===== config.mk =====
export PLATFORM = sky130hd
export DESIGN_NAME = rst_seq
export DESIGN_NICKNAME = d
export VERILOG_FILES = /design/src/rtl/clk_pkg.sv /design/src/rtl/sync_ff.sv /design/src/rtl/rst_seq.sv
export SDC_FILE = /design/constraint.sdc
export NUM_CORES = 1
export LEC_CHECK = 0
export BUFFER_PORTS_ARGS = -buffer_cell sky130_fd_sc_hd__buf_2
export CAP_MARGIN = 10
export CORE_MARGIN = 2
export CORE_UTILIZATION = 30
export DETAILED_ROUTE_END_ITERATION = 8
export MAX_ROUTING_LAYER = met4
export PLACE_DENSITY = 0.57
export SLEW_MARGIN = 10
export SYNTH_ARGS = -nofsm -noshare
export SYNTH_HDL_FRONTEND = slang
export SYNTH_SLANG_ARGS = --single-unit

===== constraint.sdc =====
create_clock -name clk_sys -period 3 [get_ports clk_sys]
set_clock_uncertainty 0.15 [all_clocks]
set_input_delay 0.45 -clock clk_sys [delete_from_list [all_inputs] [get_ports clk_sys]]
set_output_delay 0.45 -clock clk_sys [all_outputs]
set_load 0.02 [all_outputs]

===== src/rtl/clk_pkg.sv =====
// Shared types and defaults for the reset sequencer.
// State encoding, cycle defaults and counter width helper.
package clk_pkg;

  typedef enum logic [2:0] {
    HOLD     = 3'd0,
    STABLE   = 3'd1,
    SDRAM_UP = 3'd2,
    CORE_UP  = 3'd3,
    RUN      = 3'd4,
    SOFT     = 3'd5,
    FAULT    = 3'd6
  } seq_state_t;

  localparam int DEF_SYNC_STAGES       = 2;
  localparam int DEF_LOCK_STABLE_CYC   = 1024;
  localparam int DEF_SOFT_RST_CYC      = 64;
  localparam int DEF_SDRAM_TIMEOUT_CYC = 1048576;

  function automatic int cnt_width(int a, int b, int c);
    int m;
    m = a;
    if (b > m) m = b;
    if (c > m) m = c;
    return $clog2(m + 1);
  endfunction

endpackage


===== src/rtl/sync_ff.sv =====
// Level synchronizer, STAGES flops deep, async active-low clear.
// Intended for slow level signals crossing into this clock domain.
module sync_ff
  import clk_pkg::*;
#(
  parameter int STAGES = DEF_SYNC_STAGES
) (
  input  logic clk_i,
  input  logic rst_ni,
  input  logic d_i,
  output logic q_o
);

  logic [STAGES-1:0] sync_q;

  always_ff @(posedge clk_i or negedge rst_ni) begin
    if (!rst_ni) sync_q <= '0;
    else         sync_q <= {sync_q[STAGES-2:0], d_i};
  end

  assign q_o = sync_q[STAGES-1];

endmodule


===== src/rtl/rst_seq.sv =====
// Staged reset sequencer: PLL lock -> SDRAM reset release -> core release.
// Define RST_SEQ_TIMEOUT_EN to enable the SDRAM init timeout / FAULT state.
module rst_seq
  import clk_pkg::*;
#(
  parameter int SYNC_STAGES       = DEF_SYNC_STAGES,
  parameter int LOCK_STABLE_CYC   = DEF_LOCK_STABLE_CYC,
  parameter int SOFT_RST_CYC      = DEF_SOFT_RST_CYC,
  parameter int SDRAM_TIMEOUT_CYC = DEF_SDRAM_TIMEOUT_CYC
) (
  input  logic       clk_sys,
  input  logic       rst_n,
  input  logic       pll_locked,
  input  logic       sdram_init_done,
  input  logic       soft_rst_req,
  output logic       sdram_rst,
  output logic       core_rst,
  output logic       ce_gate,
  output logic [2:0] seq_state,
  output logic       fault
);

  localparam int CW = cnt_width(LOCK_STABLE_CYC, SOFT_RST_CYC,
                                SDRAM_TIMEOUT_CYC);
  localparam logic [CW-1:0] LOCK_LAST = CW'(LOCK_STABLE_CYC - 1);
  localparam logic [CW-1:0] SOFT_LAST = CW'(SOFT_RST_CYC - 1);
`ifdef RST_SEQ_TIMEOUT_EN
  localparam logic [CW-1:0] TMO_LAST = CW'(SDRAM_TIMEOUT_CYC - 1);
`endif

  seq_state_t    state_q, state_d;
  logic [CW-1:0] cnt_q, cnt_d;
  logic          cnt_run;
  logic          locked_s, init_s;
  logic          sdram_rst_q, core_rst_q, ce_gate_q;

  sync_ff #(.STAGES(SYNC_STAGES)) u_sync_lock (
    .clk_i  (clk_sys),
    .rst_ni (rst_n),
    .d_i    (pll_locked),
    .q_o    (locked_s)
  );

  sync_ff #(.STAGES(SYNC_STAGES)) u_sync_init (
    .clk_i  (clk_sys),
    .rst_ni (rst_n),
    .d_i    (sdram_init_done),
    .q_o    (init_s)
  );

  always_comb begin
    state_d = state_q;
    cnt_run = 1'b0;
    unique case (state_q)
      HOLD: begin
        if (locked_s) state_d = STABLE;
      end
      STABLE: begin
        if (!locked_s)               state_d = HOLD;
        else if (cnt_q == LOCK_LAST) state_d = SDRAM_UP;
        else                         cnt_run = 1'b1;
      end
      SDRAM_UP: begin
        if (!locked_s)    state_d = HOLD;
        else if (init_s)  state_d = CORE_UP;
`ifdef RST_SEQ_TIMEOUT_EN
        else if (cnt_q == TMO_LAST) state_d = FAULT;
        else                        cnt_run = 1'b1;
`endif
      end
      CORE_UP: begin
        if (!locked_s) state_d = HOLD;
        else           state_d = RUN;
      end
      RUN: begin
        if (!locked_s)         state_d = HOLD;
        else if (soft_rst_req) state_d = SOFT;
      end
      SOFT: begin
        if (!locked_s)               state_d = HOLD;
        else if (cnt_q == SOFT_LAST) state_d = RUN;
        else                         cnt_run = 1'b1;
      end
      FAULT: begin
        if (!locked_s) state_d = HOLD;
      end
      default: state_d = HOLD;
    endcase
    // shared counter restarts on every state change
    cnt_d = (state_d != state_q) ? '0 : cnt_q + CW'(cnt_run);
  end

  always_ff @(posedge clk_sys or negedge rst_n) begin
    if (!rst_n) begin
      state_q     <= HOLD;
      cnt_q       <= '0;
      sdram_rst_q <= 1'b1;
      core_rst_q  <= 1'b1;
      ce_gate_q   <= 1'b0;
    end else begin
      state_q     <= state_d;
      cnt_q       <= cnt_d;
      sdram_rst_q <= state_d inside {HOLD, STABLE, FAULT};
      core_rst_q  <= (state_d != RUN);
      ce_gate_q   <= (state_d == RUN);
    end
  end

`ifdef RST_SEQ_TIMEOUT_EN
  logic fault_q;

  always_ff @(posedge clk_sys or negedge rst_n) begin
    if (!rst_n) fault_q <= 1'b0;
    else        fault_q <= fault_q | (state_d == FAULT);
  end

  assign fault = fault_q;
`else
  assign fault = 1'b0;
`endif

  assign sdram_rst = sdram_rst_q;
  assign core_rst  = core_rst_q;
  assign ce_gate   = ce_gate_q;
  assign seq_state = state_q;

endmodule


---- Yosys cells after proc, flatten, opt, wreduce, memory -nomap -nowiden ----
Index checks and enable logic that the tools add are counted.
storage, ports and cells
  input bits .............................. 5
  bits in registers ....................... 31
  logic and storage cells ................. 42
operators by class
  mux-type cells .......................... 18
  add/subtract/negate cells ............... 1
  reduce and logical (&&, ||, !) cells .... 3
  equality and inequality tests ........... 13
operators by type and width
  kind                                                                number
  3-bit two-way mux                                                   11
  21-bit by 1-bit adder with 21-bit output                            1
  21-bit by 10-bit == test with 1-bit output (second input constant)  1
  21-bit by 6-bit == test with 1-bit output (second input constant)   1
  21-bit two-way mux                                                  1
  3-bit case mux with 7 select lines                                  1
  3-bit == test (second input constant)                               5
  3-bit by 1-bit == test with 1-bit output (second input constant)    2
  3-bit by 2-bit == test with 1-bit output (second input constant)    2
  3-bit zero test                                                     2
  1-bit two-way mux                                                   4
  3-bit inequality test                                               1
  3-bit inequality test (second input constant)                       1
  3-bit nonzero test                                                  1
  1-bit case mux with 2 select lines                                  1

---- Logic depth before layout (Yosys ltp) ----
Gate-level depths: netlist (run 1).
  word-level depth ........................ 6
  gate-level depth with buffers ........... 13
  gate-level depth less buffers ........... 11

---- Cells and area by module ----
A second synthesis (run 1) with hierarchy kept.
unflattened totals
  cell total of the unflattened synthesis .. 157
  area, all modules ....................... 1584.0 um^2
modules (own cells, without submodules)
  module   cells an instance  area each (um^2)  seq. area each (um^2)  times used
  rst_seq  153                1483.9            678.2                  1
  sync_ff  2                  50.0              50.0                   2

---- Worst setup path before layout (run 1) ----
OpenSTA, ideal clock, no wires.
  kind .................................... flip-flop to flip-flop
  start ................................... register state_q[1] (netlist: seq_state[1])
  end ..................................... register cnt_q[20]
  data arrival time ....................... 2.712 ns
  stages on the path, launching flop included .. 14
  slack ................................... 0.044 ns
  library setup time ...................... 0.094 ns
  clock period less this slack ............ 2.956 ns
  required time ........................... 2.756 ns
  path through ............................ dfrtp_1 buf_4 nand2b_4 or2_2 a21boi_0 a21oi_4 buf_6 nor2_1 ha_1 ha_1 nand4_1 nor4_1 xnor2_1 a211oi_1
between the ends
  cells in the longest elaborated chain, start to end .. 5
ends and longest elaborated chain
  item                                                                                              RTL line        RTL
  start, declared                                                                                   rst_seq.sv:31   seq_state_t state_q, state_d;
  start signal, assigned                                                                            rst_seq.sv:101  state_q <= state_d;
  parallel branches: the longest is 4 deep, another holds 21-bit by 1-bit adder with 21-bit output  --
  21-bit two-way mux *                                                                              rst_seq.sv:90   cnt_d = (state_d != state_q) ? '0 : cnt_q + CW'(cnt_run);
  via cnt_d[20]                                                                                     rst_seq.sv:32   logic [CW-1:0] cnt_q, cnt_d;
  end signal, assigned                                                                              rst_seq.sv:102  cnt_q <= cnt_d;
  end, declared                                                                                     rst_seq.sv:32
Mark *: on every way through the listed nets, which the timed path passes.

---- Worst setup path in the final report (run 1) ----
  start ................................... register cnt_q[10]
  end ..................................... register cnt_q[13]
between the ends
  cells in the longest elaborated chain, start to end .. 6
ends and longest elaborated chain
  item                                                                                                     RTL line                      RTL
  21-bit by 6-bit == test with 1-bit output or 21-bit by 10-bit == test with 1-bit output (tied branches)  rst_seq.sv:81, rst_seq.sv:60
  1-bit two-way mux (tied with other cells)                                                                rst_seq.sv:81                 else if (cnt_q == SOFT_LAST) state_d = RUN;
  1-bit two-way mux (tied with other cells)                                                                rst_seq.sv:80                 if (!locked_s) state_d = HOLD;
  1-bit case mux with 2 select lines or 3-bit case mux with 7 select lines (tied branches)                 rst_seq.sv:54                 unique case (state_q)
  21-bit by 1-bit adder with 21-bit output or 3-bit inequality test (tied branches)                        rst_seq.sv:90
  21-bit two-way mux *                                                                                     rst_seq.sv:90
  via cnt_d[13]                                                                                            rst_seq.sv:32
The timed path passes the listed nets; every way through them passes the cells marked *.

==> metrics.md, run 1 <==
| Metric | Value |
|---|---|
| Crit path max fanout | `5` |
| Mapped Nets | `171` |
| Num rows | `27` |
| Remaining Overflow, GRT | `0` |
| Cts hold-fix bufs | `0` |
| Setup crit start kind | `flip-flop` |
| Post-route insts no fill | `258` |
| Final Hold Viols | `0` |
| Slew @ Worst Pin | `689 ps` |
| Vias post-DR | `1272` |
| Max cap viols | `0` |
| Vias per cell | `4.93` |
| Final Wtd Congestion | `0.751` |
| Final wirelength | `3.42 mm` |
| Core box area | `0.00551 mm²` |
| Outcome | `finished clean` |
| Synth Instances | `164` |
| Final Max Tran Viols | `0` |
| Largest net degree at the start of global routing | `32` |
| Clock tree buffer depth | `2` |
| Yosys warns | `0` |
| Initial DRC count | `57` |
| TNS Setup | `0 ps` |
| WP data arrival | `2890 ps` |
| Busiest grt layer | `met2` |
| Critical path class | `flip-flop to flip-flop` |
| Global Route met3 Usage | `0.0407` |
| Routed len/inst | `13.3 µm` |
| GR Util met1 | `0.163` |
| Rel. slew slack | `0.541` |
| PortBufs | `10` |
| CTS tree | `done` |
| Die Ht | `79.4 µm` |
| Total GRT Usage | `0.128` |
| Synth area leaders | `dfrtp_1 43%, a211oi_1 8.4%, xnor2_1 7.2%` |
| Placed Cells | `243` |
| Period utilisation layout | `0.952` |
| Seq/Total Area, Yosys | `0.456` |
| Power per cell area | `419 mW/mm²` |
| Overall die width | `79.4 µm` |
| CTS buffer count | `5` |
| Avg Inst Size Synth | `10.4 µm²` |
| Met2 usage | `0.186` |
| First-pass GRT wire length | `5.93 mm` |
| Req. time, crit path | `3040 ps` |
| Reg clk slew, reported paths | `70 ps` |
| Root buf cell | `clkbuf_8` |
| DRT Pass-1 Iters | `4` |
| Yosys reg bits | `31` |
| Post-route DRC | `0` |
| Clk sink count | `31` |
| Worst-case vdd ir drop | `0.195 mV` |
| EDFF count, synth | `0` |
| Share of layout cells above drive strength 1 | `0.258` |
| Worst-Skew Late Latency | `290 ps` |
| Pleak | `0.777 nW` |
| Area Overhead vs Synth | `15.6%` |
| Setup violations, final | `0` |
| Post-layout minimum cycle time | `2860 ps` |
| Post-DP HPWL | `2.26 mm` |
| Distinct cells, synth | `42` |
| Htree depth | `2` |
| Starting density of the core | `0.310` |
| Initial antenna violation count | `0` |
| Finished Core Util | `0.358` |
| Crit path capture type | `flip-flop` |
| Fin nets | `192` |
| Synth Flop Type | `dfrtp_1` |
| Die Footprint | `0.00630 mm²` |
| Vias in the first global route | `1228` |
| Area leader, netlist | `dfrtp_1` |
| Max Clock Freq | `350 MHz` |
| Ys async rst share | `1.00` |
| Top cell type's share of synthesized area | `0.426` |
| Final ANT Viol Nets | `0` |
| Mapped Area | `0.00171 mm²` |
| Antenna diode instance count | `0` |
| IO Count | `12` |
| Worst min path class | `primary input to async pin` |
## flip-flops by register name, summed over array words and instances (netlist names)
register	flops
seq_state	3
ce_gate	1
core_rst	1
u_sync_lock.sync_q	2
u_sync_init.sync_q	2
sdram_rst	1
cnt_q	21
## where the power goes
group	switching (mW)	internal [mW]	total (mW)
Combinational	0.0513	0.0251	0.0765
Clock	0.152	0.162	0.314
Sequential	0.00815	0.427	0.435
Total	0.211	0.615	0.826
## worst paths after layout
check / slack (ps) / endpoint / start / cells after the start
max: 140 / cnt_q[13] / cnt_q[10] / 11
min: 50 / cnt_q[20] / rst_n / 1
max reg2reg: 140 / cnt_q[13] / cnt_q[10] / 11
min reg2reg: 200 / u_sync_init.sync_q[1] / u_sync_init.sync_q[0] / 0
max in group asynchronous: 2190 / u_sync_lock.sync_q[1] / rst_n / 1
min in group clk_sys: 120 / u_sync_lock.sync_q[0] / pll_locked / 1
## cells by family (layout without fill, tap and decap cells)
| logic type | Yosys count | in the layout | share of synthesized area |
|---|---|---|---|
| xor+xnor | 20 | 20 | 0.103 |
| simple gates | 56 | 56 | 0.183 |
| compound gates | 33 | 33 | 0.156 |
| buf+inv | 21 | 43 | 0.0844 |
| other cells | 1 | 1 | 0.00220 |
| flops | 31 | 31 | 0.456 |
| fa+ha+maj | 2 | 2 | 0.0147 |
## Yosys cell counts (3+ instances only)
cell type,number
buf_6,4
buf_4,3
xor2_1,6
nand3_1,6
nand4_1,5
nor3_1,6
dfrtp_1,29
nor4_1,3
xnor2_1,14
a211oi_1,19
nand2_1,7
nor2_1,12
inv_1,9
## layout by cell type, fill, tap and decap left out, drive strengths merged
cell	instances
and2	2
dfrtp	29
a31oi	1
a211oi	21
xor2	6
inv	9
o31ai	1
conb	1
o21a	2
and3	2
or3	3
nor4b	1
nor2b	1
nand4b	2
ha	2
o22a	1
and4	2
nand3	6
a21boi	2
xnor2	14
a21oi	2
nor4	3
or2	2
a22oi	2
nand2	7
nand4	5
dfstp	2
nor2	12
clkinv	1
nor3	6
o211a	1
nand2b	2
clkbuf	7
buf	26
## per-layer routing
metal	vias up	routed length (µm)
met3	5	112
met4	0	72
met5	-	0
met2	13	1540
li1	631	-
met1	623	1700
## timing repair
item	in CTS	in global routing
setup buffers	0	7
gates resized for setup	0	9
setup endpoints to repair	0	12
## metrics by stage
step | power [mW] | hold slack (ps) | setup WS (ps) | cell area [µm²]
floorplan | 0.496 | 4.41 | 44.2 | 1710
CTS | 0.836 | 80.7 | 91.9 | 1880
global route | 0.870 | 110 | -1.79 | 1970
detailed placement | 0.518 | 192 | 110 | 1800
global placement | 0.519 | 182 | 173 | 1800
finish | 0.826 | 51.6 | 144 | 1970
## area by class of cell
| cell class | instances | area [µm²] |
|---|---|---|
| Inverter | 9 | 33.8 |
| Multi-Input combinational cell | 112 | 818 |
| Fill cell | 555 | 3530 |
| Tap cell | 72 | 90.1 |
| Clock inverter | 1 | 5.00 |
| Clock buffer | 7 | 76.3 |
| Sequential cell | 31 | 778 |
| Timing Repair Buffer | 26 | 170 |
## worst max-delay path, stage by stage (launching register included)
cell      delay (ps)
dfrtp_1          390
or3_4            390
or3_4            380
o211a_1          270
a21oi_4          120
nor2_1            60
ha_2             190
and2_1           160
nand4_1          210
nor2_1            90
xnor2_1          130
a211oi_1         210
Note: power is estimated with default switching activity, not from simulation.
==> run 2: changes to the inputs <==
--- a/config.mk
+++ b/config.mk
@@ -11,7 +11,7 @@
 export CORE_UTILIZATION = 30
 export DETAILED_ROUTE_END_ITERATION = 8
 export MAX_ROUTING_LAYER = met4
-export PLACE_DENSITY = 0.57
+export PLACE_DENSITY = 0.55
 export SLEW_MARGIN = 10
 export SYNTH_ARGS = -nofsm -noshare
 export SYNTH_HDL_FRONTEND = slang
==> constraint.sdc (replaced) <==
create_clock -name clk_sys -period 2.7 [get_ports clk_sys]
set_clock_uncertainty 0.15 [all_clocks]
set_input_delay 0.405 -clock clk_sys [delete_from_list [all_inputs] [get_ports clk_sys]]
set_output_delay 0.405 -clock clk_sys [all_outputs]
set_load 0.02 [all_outputs]
==> run 2 against run 1 <==
Largest cell class unchanged. Routed wire length rose by 4.5%. Count of clock-buffer cells in the layout rose by 1. Global-route usage fell by 0.12 points. Critical endpoint is now cnt_q[16]. Largest power group unchanged. Clock power rose by 28%. The run now ends with setup timing left. Non-clock buffer count rose by 23. Critical path depth rose by 1.
==> metrics.md, run 2 (same netlist as run 1, synthesis figures left out) <==
| Metric | Value |
|---|---|
| Overall die width | `79.4 µm` |
| Vias per cell | `4.74` |
| Die Footprint | `0.00630 mm²` |
| CTS buffer count | `5` |
| Worst-Skew Late Latency | `280 ps` |
| Htree depth | `2` |
| Root buf cell | `clkbuf_8` |
| Slowest CP cell | `dfrtp_1` |
| Bufs and invs on worst path | `1` |
| Antenna diode instance count | `0` |
| Critical path class | `flip-flop to flip-flop` |
| Final ANT Viol Nets | `0` |
| Crit path capture type | `flip-flop` |
| Slew @ Worst Pin | `698 ps` |
| Most frequent cells in the layout | `38 x buf_4, 29 x dfrtp_1, 19 x a211oi_1` |
| CP max stage delay | `390 ps` |
| Final wirelength | `3.58 mm` |
| Clk sink count | `31` |
| Area Overhead vs Synth | `30.7%` |
| Vias in the first global route | `1302` |
| Worst min path class | `primary input to async pin` |
| Initial antenna violation count | `0` |
| Period utilisation layout | `1.03` |
| Final WS setup | `-70.8 ps` |
| Hold slack final | `18.6 ps` |
| CTS tree | `done` |
| Post-DP HPWL | `2.43 mm` |
| Core box area | `0.00551 mm²` |
| Num rows | `27` |
| Routed len/inst | `12.7 µm` |
| DRT Pass-1 Iters | `4` |
| First-pass GRT wire length | `5.99 mm` |
| Post-layout minimum cycle time | `2770 ps` |
| Worst-case vdd ir drop | `0.234 mV` |
| Req. time, crit path | `2740 ps` |
| Starting density of the core | `0.310` |
| Initial DRC count | `74` |
| Post-route DRC | `0` |
| Largest net degree at the start of global routing | `32` |
| Violated checks | `setup timing` |
| Pleak | `0.923 nW` |
| Number of flip-flops under the largest register name | `21` |
| Crit-path leading delay family | `simple AND/OR/NAND/NOR gates` |
| WP data arrival | `2810 ps` |
| Power per cell area | `439 mW/mm²` |
| Outcome | `finished with violations` |
| Finished Core Util | `0.405` |
| Setup violations, final | `8` |
| Fin nets | `215` |
| Top reg by flops | `cnt_q` |
| RSZ-0062 raised after global routing | `yes` |
| Total GRT Usage | `0.126` |
| Setup crit start kind | `flip-flop` |
| Final Wtd Congestion | `0.764` |
| Final Max Tran Viols | `0` |
| Crit path max fanout | `3` |
| Clock tree buffer depth | `2` |
| Die Ht | `79.4 µm` |
| PortBufs | `10` |
| Reg clk slew, reported paths | `70 ps` |
| Commonest non-fill, non-tap cell in the layout | `buf_4` |
| IO Count | `12` |
| Vias post-DR | `1332` |
| Share of layout cells above drive strength 1 | `0.388` |
| Remaining Overflow, GRT | `0` |
| Max Clock Freq | `361 MHz` |
| Crit path cell chain | `or3_4 -> or3_4 -> o211a_1 -> a21oi_4 -> nor2_2 -> ha_2 -> ha_4 -> nand4_1 -> buf_4 -> nor2_2 -> xnor2_1 -> a211oi_1` |
| Rel. slew slack | `0.535` |
| Final Hold Viols | `0` |
| Max cap viols | `0` |
run 2: cell count changes in the layout (fill, tap and decap cells not counted), moves of 2 or more:
cell      previous run  this run
a211oi_1            17        19
a211oi_2             4         2
buf_4               16        38
clkbuf_8             5         7
nor2_1              11         8
nor2_2               1         3
nor3_1               6         2
nor3_2               0         4
run 2: final cells by class:
cell class	count	area (µm²)
clock buffers	8	100
fillers	544	3280
inverters	9	33.8
multi-input cells	112	881
flip-flops and latches	31	778
well taps	72	90.1
repair buffers	49	347
run 2: layer usage:
metal / routed length (µm) / part of all wire / track usage / vias to the layer above
met3: 86 / 0.024 / 0.0305 / 7
met4: 59 / 0.016 / 0.0466 / 0
met5: 0 / 0 / - / -
met1: 1750 / 0.49 / 0.160 / 645
met2: 1680 / 0.47 / 0.197 / 12
li1: - / - / - / 668
run 2: through the flow:
| step | total power, mW | area [µm²] | setup TNS (ps) | cells | setup slack [ps] |
|---|---|---|---|---|---|
| finish | 0.980 | 2230 | -391 | 281 | -70.8 |
| global route | 1.03 | 2230 | -1440 | 281 | -185 |
| CTS | 0.993 | 2170 | -352 | 277 | -119 |
| detailed placement | 0.586 | 2000 | -933 | 263 | -162 |
| global placement | 0.586 | 2000 | -629 | 263 | -168 |
| floorplan | 0.557 | 1760 | -1030 | 164 | -119 |
run 2: worst paths after layout:
check	cells past startpoint	slack [ps]	endpoint	startpoint
min reg2reg	0	200	u_sync_init.sync_q[1]	u_sync_init.sync_q[0]
max reg2reg	12	-70	cnt_q[16]	cnt_q[10]
min in group clk_sys	1	80	u_sync_init.sync_q[0]	sdram_init_done
max	12	-70	cnt_q[16]	cnt_q[10]
max in group asynchronous	1	1930	ce_gate	rst_n
min	1	20	u_sync_init.sync_q[0]	rst_n
run 2: power breakdown:
group / switching, mW / total [mW] / internal [mW]
sequential: 0.00723 / 0.482 / 0.474
combinational: 0.0610 / 0.0965 / 0.0356
clock: 0.169 / 0.402 / 0.232
total: 0.237 / 0.980 / 0.742
run 2: repair_timing:
item                       4_1_cts  5_1_grt
setup endpoints to repair       12       12
gates resized for setup          6        5
hold endpoints to repair         0        0
hold buffers                     0        0
pin swaps                        8       11
buffers inserted                 6        5
cloned                           0        0
==> run 3: changes to the inputs <==
==> constraint.sdc (replaced) <==
create_clock -name clk_sys -period 2.7 [get_ports clk_sys]
set_clock_uncertainty 0.15 [all_clocks]
set_input_delay 0 -clock clk_sys [delete_from_list [all_inputs] [get_ports clk_sys]]
set_output_delay 0 -clock clk_sys [all_outputs]
set_load 0.02 [all_outputs]
==> run 3 against run 2 <==
The flow still finishes with violations (setup timing). Count of clock-buffer cells in the layout is 3 lower. Final cell count is 0.36% higher. Final area increased by 0.95%. Sequential cell count did not move. Setup slack better by 7.6 ps. Die area unchanged. Combinational power is 5% higher. Register-to-register slack about the same. Non-clock buffer count is 1 higher. Via count rose by 2.3%. Global-route usage increased by 0.84 points. Routed wire length rose by 5.8%.
==> metrics.md, run 3 (same netlist as run 1, synthesis figures left out) <==
| Metric | Value |
|---|---|
| Most frequent cells in the layout | `34 x buf_4, 29 x dfrtp_1, 16 x a211oi_1` |
| Slew @ Worst Pin | `701 ps` |
| CTS buffer count | `5` |
| DRT Pass-1 Iters | `4` |
| Final wirelength | `3.78 mm` |
| Clock tree buffer depth | `2` |
| Overall die width | `79.4 µm` |
| Antenna diode instance count | `0` |
| Worst-Skew Late Latency | `280 ps` |
| Critical path class | `flip-flop to flip-flop` |
| Outcome | `finished with violations` |
| Final Wtd Congestion | `0.769` |
| Post-route DRC | `0` |
| Htree depth | `2` |
| Reg clk slew, reported paths | `70 ps` |
| Die Footprint | `0.00630 mm²` |
| Core box area | `0.00551 mm²` |
| Total GRT Usage | `0.135` |
| CTS tree | `done` |
| Final Hold Viols | `0` |
| Setup violations, final | `10` |
| Top reg by flops | `cnt_q` |
| Vias in the first global route | `1353` |
| Routed len/inst | `13.4 µm` |
| Pleak | `0.922 nW` |
| Final Max Tran Viols | `0` |
| Share of layout cells above drive strength 1 | `0.400` |
| Violated checks | `setup timing` |
| Setup crit start kind | `flip-flop` |
| First-pass GRT wire length | `6.40 mm` |
| Setup slack at placement | `-190 ps` |
| Finished Core Util | `0.409` |
| Max cap viols | `0` |
| Remaining Overflow, GRT | `0` |
| Max Clock Freq | `362 MHz` |
| Largest net degree at the start of global routing | `32` |
| Post-DP HPWL | `2.44 mm` |
| RSZ-0062 raised after global routing | `yes` |
| TNS Setup | `-425 ps` |
| Root buf cell | `clkbuf_8` |
| Commonest non-fill, non-tap cell in the layout | `buf_4` |
| Req. time, crit path | `2700 ps` |
| Total power draw | `0.934 mW` |
| Final ANT Viol Nets | `0` |
| Worst-case vdd ir drop | `0.186 mV` |
| Vias per cell | `4.83` |
| Number of flip-flops under the largest register name | `21` |
| Power per cell area | `415 mW/mm²` |
| Pint | `0.688 mW` |
| Vias post-DR | `1362` |
| Starting density of the core | `0.310` |
| WP data arrival | `2760 ps` |
| PortBufs | `10` |
| Switching Fraction | `0.263` |
| Rel. slew slack | `0.533` |
| Crit path max fanout | `4` |
| Flop pwr share | `0.516` |
| Combinational group share of total power | `0.109` |
| Crit path capture type | `flip-flop` |
| Worst min path class | `primary input to async pin` |
| Initial DRC count | `80` |
| Clk sink count | `31` |
| Post-layout minimum cycle time | `2760 ps` |
| Initial antenna violation count | `0` |
| Num rows | `27` |
| Net Sw Power | `0.246 mW` |
| Die Ht | `79.4 µm` |
| Area Overhead vs Synth | `32.0%` |
| Fin nets | `216` |
| IO Count | `12` |
| Final WS setup | `-63.2 ps` |
| Period utilisation layout | `1.02` |
| Clock share of power | `0.376` |
[run 3: per-layer routing]
layer  GRT usage  part of all wire  vias up
met4      0.0466             0.016        0
met1       0.172              0.48      669
met3      0.0305             0.028        7
met2       0.212              0.48       18
li1            -                 -      668
met5           -                 0        -
[run 3: layout make-up]
| type | instances | area, µm² |
|---|---|---|
| clock buffer | 5 | 68.8 |
| clock inverter | 3 | 15.0 |
| fill | 528 | 3260 |
| inverter | 9 | 33.8 |
| multi-input combinational | 112 | 896 |
| sequential | 31 | 778 |
| tap | 72 | 90.1 |
| timing repair buffer | 50 | 369 |
[run 3: through the flow]
step | hold WS, ps | cells | instance area (µm²)
finish | 148 | 282 | 2250
global route | 204 | 282 | 2250
CTS | 177 | 281 | 2200
detailed placement | -53.9 | 263 | 2000
global placement | -64.4 | 263 | 2000
floorplan | -446 | 164 | 1760
[run 3: worst paths after layout]
kind,start,endpoint,slack [ps],cells past startpoint
min in group clk_sys,soft_rst_req,ce_gate,200,6
worst min-delay path,rst_n,u_sync_init.sync_q[0],150,2
worst max register to register,cnt_q[11],cnt_q[17],-60,12
worst max-delay path,cnt_q[11],cnt_q[17],-60,12
worst min register to register,u_sync_init.sync_q[0],u_sync_init.sync_q[1],200,0
max in group asynchronous,rst_n,cnt_q[20],1790,2
[run 3: what timing repair did]
item	CTS	global route
hold endpoints to repair	31	0
setup buffers	7	2
resized for setup	9	8
hold buffers	3	0
pin swaps	9	10
setup endpoints to repair	12	16
[run 3: power groups by stage]
| stage | Clock, mW | Sequential (mW) | Combinational, mW |
|---|---|---|---|
| after floorplan | 0 | 0.490 | 0.0668 |
| after global placement | 0 | 0.490 | 0.0960 |
| after detailed placement | 0 | 0.490 | 0.0965 |
| after CTS | 0.364 | 0.481 | 0.101 |
| after global routing | 0.382 | 0.482 | 0.114 |
| final | 0.351 | 0.481 | 0.101 |
[run 3: worst max-delay path, cell delays in order, from the launching register on]
cell and delay [ps]:
dfrtp_1 390, or3_4 390, or3_4 340, o211a_1 260, a21oi_4 120, nor2_2 40
ha_2 210, and2_4 140, nand4_1 130, buf_4 160, nor3_2 50, xnor2_1 190
a211oi_2 50
